==> src/rtl/assoc_array_pkg.sv <==
// Shared types and default sizes for the associative key/value table.
package assoc_array_pkg;

    localparam int DEF_DEPTH  = 8;
    localparam int DEF_KEY_W  = 32;
    localparam int DEF_DATA_W = 32;

    typedef enum logic [1:0] {
        OP_WRITE  = 2'd0,
        OP_READ   = 2'd1,
        OP_DELETE = 2'd2,
        OP_CLEAR  = 2'd3
    } op_e;

    typedef enum logic [1:0] {
        ST_IDLE  = 2'd0,
        ST_MATCH = 2'd1,
        ST_RESP  = 2'd2
    } state_e;

endpackage

==> src/rtl/assoc_prio_enc.sv <==
// Lowest-set-bit priority encoder; used to find the first free table slot.
module assoc_prio_enc #(
    parameter int N = 8
) (
    input  logic [N-1:0]         vec_i,
    output logic [$clog2(N)-1:0] idx_o,
    output logic                 any_o
);
    localparam int IW = $clog2(N);

    always_comb begin
        idx_o = '0;
        any_o = |vec_i;
        // Scan downward so the lowest set bit wins.
        for (int i = N - 1; i >= 0; i--) begin
            if (vec_i[i]) idx_o = IW'(i);
        end
    end

endmodule

==> src/rtl/assoc_array_table.sv <==
// Small fully-associative key/value table: one request at a time through IDLE -> MATCH -> RESP.
module assoc_array_table
    import assoc_array_pkg::*;
#(
    parameter int DEPTH  = DEF_DEPTH,
    parameter int KEY_W  = DEF_KEY_W,
    parameter int DATA_W = DEF_DATA_W
) (
    input  logic                     clk,
    input  logic                     rst,
    input  logic                     req_valid,
    output logic                     req_ready,
    input  logic [1:0]               req_op,
    input  logic [KEY_W-1:0]         req_key,
    input  logic [DATA_W-1:0]        req_data,
    output logic                     resp_valid,
    input  logic                     resp_ready,
    output logic                     resp_hit,
    output logic                     resp_err,
    output logic [DATA_W-1:0]        resp_data,
    output logic [$clog2(DEPTH):0]   count
);
    localparam int IW = $clog2(DEPTH);
    localparam int CW = IW + 1;

    state_e              state_q, state_d;
    op_e                 op_q;
    logic [KEY_W-1:0]    key_q;
    logic [DATA_W-1:0]   data_q;
    logic [DEPTH-1:0]    valid_q;
    logic [KEY_W-1:0]    key_mem  [DEPTH];
    logic [DATA_W-1:0]   data_mem [DEPTH];
    logic [CW-1:0]       count_q;
    logic                resp_valid_q, resp_hit_q, resp_err_q;
    logic [DATA_W-1:0]   resp_data_q;

    logic [DEPTH-1:0]    hit_vec;
    logic                hit_any;
    logic [DATA_W-1:0]   hit_data;
    logic [IW-1:0]       free_idx;
    logic                free_any;

    assoc_prio_enc #(.N(DEPTH)) u_free_enc (
        .vec_i (~valid_q),
        .idx_o (free_idx),
        .any_o (free_any)
    );

    always_comb begin
        hit_vec  = '0;
        hit_data = '0;
        for (int i = 0; i < DEPTH; i++) begin
            hit_vec[i] = valid_q[i] && (key_mem[i] == key_q);
            if (hit_vec[i]) hit_data = hit_data | data_mem[i];
        end
        hit_any = |hit_vec;
    end

    always_comb begin
        state_d   = state_q;
        req_ready = 1'b0;
        case (state_q)
            ST_IDLE: begin
                req_ready = 1'b1;
                if (req_valid) state_d = ST_MATCH;
            end
            ST_MATCH: state_d = ST_RESP;
            ST_RESP:  if (resp_ready) state_d = ST_IDLE;
            default:  state_d = ST_IDLE;
        endcase
    end

    always_ff @(posedge clk) begin
        if (rst) begin
            state_q      <= ST_IDLE;
            valid_q      <= '0;
            count_q      <= '0;
            resp_valid_q <= 1'b0;
            resp_hit_q   <= 1'b0;
            resp_err_q   <= 1'b0;
            resp_data_q  <= '0;
        end else begin
            state_q <= state_d;
            case (state_q)
                ST_IDLE: begin
                    if (req_valid) begin
                        op_q   <= op_e'(req_op);
                        key_q  <= req_key;
                        data_q <= req_data;
                    end
                end
                ST_MATCH: begin
                    // Table update and response are committed together on leaving MATCH.
                    resp_valid_q <= 1'b1;
                    resp_hit_q   <= (op_q != OP_CLEAR) && hit_any;
                    resp_err_q   <= 1'b0;
                    resp_data_q  <= '0;
                    case (op_q)
                        OP_WRITE: begin
                            if (hit_any) begin
                                for (int i = 0; i < DEPTH; i++) begin
                                    if (hit_vec[i]) data_mem[i] <= data_q;
                                end
                            end else if (free_any) begin
                                valid_q[free_idx]  <= 1'b1;
                                key_mem[free_idx]  <= key_q;
                                data_mem[free_idx] <= data_q;
                                count_q            <= count_q + CW'(1);
                            end else begin
                                resp_err_q <= 1'b1;
                            end
                        end
                        OP_READ: begin
                            if (hit_any) resp_data_q <= hit_data;
                        end
                        OP_DELETE: begin
                            if (hit_any) begin
                                valid_q <= valid_q & ~hit_vec;
                                count_q <= count_q - CW'(1);
                            end
                        end
                        OP_CLEAR: begin
                            valid_q <= '0;
                            count_q <= '0;
                        end
                        default: ;
                    endcase
                end
                ST_RESP: begin
                    if (resp_ready) resp_valid_q <= 1'b0;
                end
                default: ;
            endcase
        end
    end

    assign resp_valid = resp_valid_q;
    assign resp_hit   = resp_hit_q;
    assign resp_err   = resp_err_q;
    assign resp_data  = resp_data_q;
    assign count      = count_q;

endmodule

==> config.mk <==
export PLATFORM = sky130hd
export DESIGN_NAME = assoc_array_table
export DESIGN_NICKNAME = d
export VERILOG_FILES = /design/src/rtl/assoc_array_pkg.sv /design/src/rtl/assoc_prio_enc.sv /design/src/rtl/assoc_array_table.sv
export SDC_FILE = /design/constraint.sdc
export NUM_CORES = 1
export LEC_CHECK = 0
export CORE_AREA = 2 2 205 257
export CTS_CLUSTER_SIZE = 40
export DETAILED_ROUTE_END_ITERATION = 8
export DIE_AREA = 0 0 207 259
export PLACE_DENSITY = 0.67
export SYNTH_ARGS = -nofsm -noshare
export SYNTH_HDL_FRONTEND = slang
export SYNTH_SLANG_ARGS = --single-unit
==> constraint.sdc <==
create_clock -name clk -period 11.29 [get_ports clk]
set_clock_uncertainty 0.05 [all_clocks]
set_input_delay 3.387 -clock clk [delete_from_list [all_inputs] [get_ports clk]]
set_output_delay 3.387 -clock clk [all_outputs]
set_load 0.05 [all_outputs]
==> metrics.sh <==
RUN_STATUS='finished clean'
REGISTER_AREA_SHARE_AFTER_SYNTHESIS_PCT=75.6
CTS.REPAIR.RESIZED=0
FINALCRITICALPERIOD_NS=6.30
CLKLATENCYLATEPIN_NS=0.63
CTSLONGESTPATHBUFFERS=3
SLOWEST_DELAY_NS=1.12
FIN_TOTAL_PWR_mW=4.62
ROUTE.DETAILED.VIAS_PER_INST=5.57
PRECTSSETUPSLACK_NS=4.38
GRT_UTIL_ALL_LAYERS_PCT=19.7
POST-DP-HPWL_MM=31.3
CRITICAL_SETUP_PATH_CLASS='in2reg'
TIMING_WORST_SLEW_PIN_VALUE_NS=1.10
NUM_ROWS=93
DRT_ITER0_MARKERS=910
SLEW_HEADROOM_PCT=26.2
REMAINING_DRC_ERRORS=0
FLOORPLAN.DIE_AREA_SQ_UM=53600
MAX_CAP_VIOL_COUNT=0
VDD_IR_DROP_MAX_mV=0.127
MIN-DELAY-PATH-CLASS='reg2reg'
ROUTED-VIA-COUNT=12900
DIE_W_UM=207
WORSTPATHCELLLIST='buf_2 > nor4_1 > nand4b_1 > nor2_4'
FINALINSTANCEAREA_SQ_UM=28100
POST-ROUTE-PERIOD-UTIL_PCT=55.8
FINALHOLDVIOLCOUNT=0
POSTSYNTHNETCOUNT=1535
GRT_MAX_DEGREE=40
POSTCTSHOLDBUFS=0
HOLDWS_NS=0.403
LAYOUT-DRIVE-GT1-SHARE_PCT=9.86
I_O_PIN_TOTAL=110
BUFFER_PORTS.INSERTED=109
GLOBAL_ROUTE.OVERFLOW_TOTAL=0
CLKTRANSATPATHREGS_NS=0.06
CTS_ROOT_BUFFER='clkbuf_16'
SYNTH.DISTINCT_CELLS=62
ANTENNADIODECOUNT=0
REPORT.FINAL.SLEW_VIOL_COUNT=0
LAYOUT.CORE_UTILIZATION_PCT=54.9
TRITONCTS_NUM_SINKS=627
POSTROUTEANTENNANETS=0
POWER_DENSITY_nW_PER_UM2=164
DR.PASS1.ITERS=5
INITIAL_ANTENNA_VIOLATION_COUNT=0
CP-START-KIND='input port'
SYNTH-SEQ-CELLS=627
PLACEABLECOREAREA_SQ_UM=51200
ENDPOINT_KIND='register'
CTS_TREE='done'
PROPORTION_OF_REGISTER_BITS_WITH_ASYNCHRONOUS_SET_OR_RESET_AFTER_SYNTHESIS_PCT=0
CTS_BUFFERS=59
YS.WARNINGS.COUNT=0
MOSTFREQUENTLAYOUTCELL='edfxtp_1'
COMMONEST_NON_FILL_NON_TAP_CELLS_IN_THE_LAYOUT='578 x edfxtp_1, 192 x xnor2_1, 108 x clkdlybuf4s50_1'
FINAL_CELLS=2318
P_LEAK_nW=8.63
NETLIST_AREA_SQ_UM=24300
DIE_SPAN_Y_UM=259
CRITICAL_PATH.SLOWEST_CELL='nor2_4'
GRT_PASS1_VIAS=13200
SYNTH_FF_TYPE='edfxtp_1'
DRT_WL_TOTAL_MM=53.2
SYNTHTOLAYOUTAREAGROWTH_PCT=15.9
RSZ_0062_RAISED_AFTER_GLOBAL_ROUTING='false'
PLACE_INST=2207
GRT_FIRST_PASS_WIRELENGTH_MM=80.2
SETUP_VIOLATIONS=0
NNETSFINAL=1676
STARTING_DENSITY_OF_THE_CORE_PCT=47.4
CP.REQUIRED_NS=11.47
SETUP-TNS-FINAL_NS=0
CELL_AREA_AFTER_PLACEMENT_SQ_UM=26200
NUMBER_OF_ENABLE_TYPE_REGISTER_CELLS_IN_THE_SYNTHESIZED_NETLIST=578
CLOCK.FMAX_MHz=159
POSTSYNTHCELLCOUNT=1462
WORST-ENDPOINT-ARRIVAL_NS=6.47
SYNTH_AREA_PER_CELL_SQ_UM=16.6
AVGROUTEDWIREPERCELL_UM=22.9
SETUP_WS_NS=4.99
CTS.REPAIR_TIMING.SETUP_BUFFER_COUNT=0
WORSTPATHMAXFANOUT=35
CTS-HTREE-LEVELS=2
GLOBALPLACE.CONGESTION=0.806
-- critical path: cells and delay by family --
kind	cells	cell delay [ns]
simple gates	3	2.73
buf+inv	1	0.34
-- Yosys cell counts, types with 29 or more instances --
| cell type | count | area (sq um) |
|---|---|---|
| edfxtp_1 | 578 | 17400 |
| xnor2_1 | 192 | 1680 |
| xor2_1 | 65 | 569 |
| a21oi_1 | 57 | 285 |
| inv_1 | 56 | 210 |
| a22oi_1 | 54 | 405 |
| nand4_1 | 54 | 338 |
| dfxtp_1 | 49 | 981 |
| nand2_1 | 48 | 180 |
| a221oi_1 | 32 | 280 |
| a31o_1 | 30 | 263 |
| clkbuf_1 | 29 | 109 |
| nor4_1 | 29 | 181 |
-- state kept, by name (all words and copies together), names as in the netlist --
signal      cells
resp_valid      1
resp_data      32
key_mem       256
op_q            2
state_q         2
data_mem      256
key_q          32
valid_q         8
resp_hit        1
count           4
resp_err        1
data_q         32
-- metal layers --
| metal | up-vias | wire, um | global-route usage [%] |
|---|---|---|---|
| li1 | 5883 | - | - |
| met1 | 6551 | 21000 | 24.1 |
| met2 | 382 | 28100 | 36.1 |
| met3 | 101 | 2590 | 2.65 |
| met4 | 0 | 1420 | 6.49 |
| met5 | - | 0 | 0 |
-- final cells by class --
type / count / area [sq um]
clock buffer: 75 / 1580
multi-input combinational: 706 / 5410
clock inverter: 36 / 314
sequential: 627 / 18300
fill: 4025 / 23100
timing repair buffer: 153 / 1420
inverter: 56 / 210
tap: 665 / 832
-- worst paths after layout --
kind	cells after the start	slack, ns	from	end
setup / recovery	4	4.99	rst	key_mem[2][12]$_DFFE_PP_
hold / removal	2	0.40	resp_data[9]$_SDFFE_PP0P_	resp_data[9]$_SDFFE_PP0P_
setup reg to reg	9	5.97	key_q[8]$_DFFE_PP_	key_mem[2][12]$_DFFE_PP_
hold reg to reg	2	0.40	resp_data[9]$_SDFFE_PP0P_	resp_data[9]$_SDFFE_PP0P_
-- power by group --
part	internal [mW]	total (mW)	switching, mW	leakage, nW
Combinational	0.0537	0.120	0.0665	2.09
Clock	1.10	1.93	0.828	0.934
Sequential	2.54	2.57	0.0274	5.61
-- cells by family (layout without fill, tap and decap cells) --
kind of cell | after synthesis | count (layout) | synth area share (%)
flops | 627 | 627 | 75.6
fa+ha+maj | 3 | 3 | 0.186
compound gates | 242 | 242 | 7.38
simple gates | 204 | 204 | 4.70
xor+xnor | 257 | 257 | 9.28
buf+inv | 129 | 320 | 2.85
No activity file was read; power rests on OpenSTA's default activity.
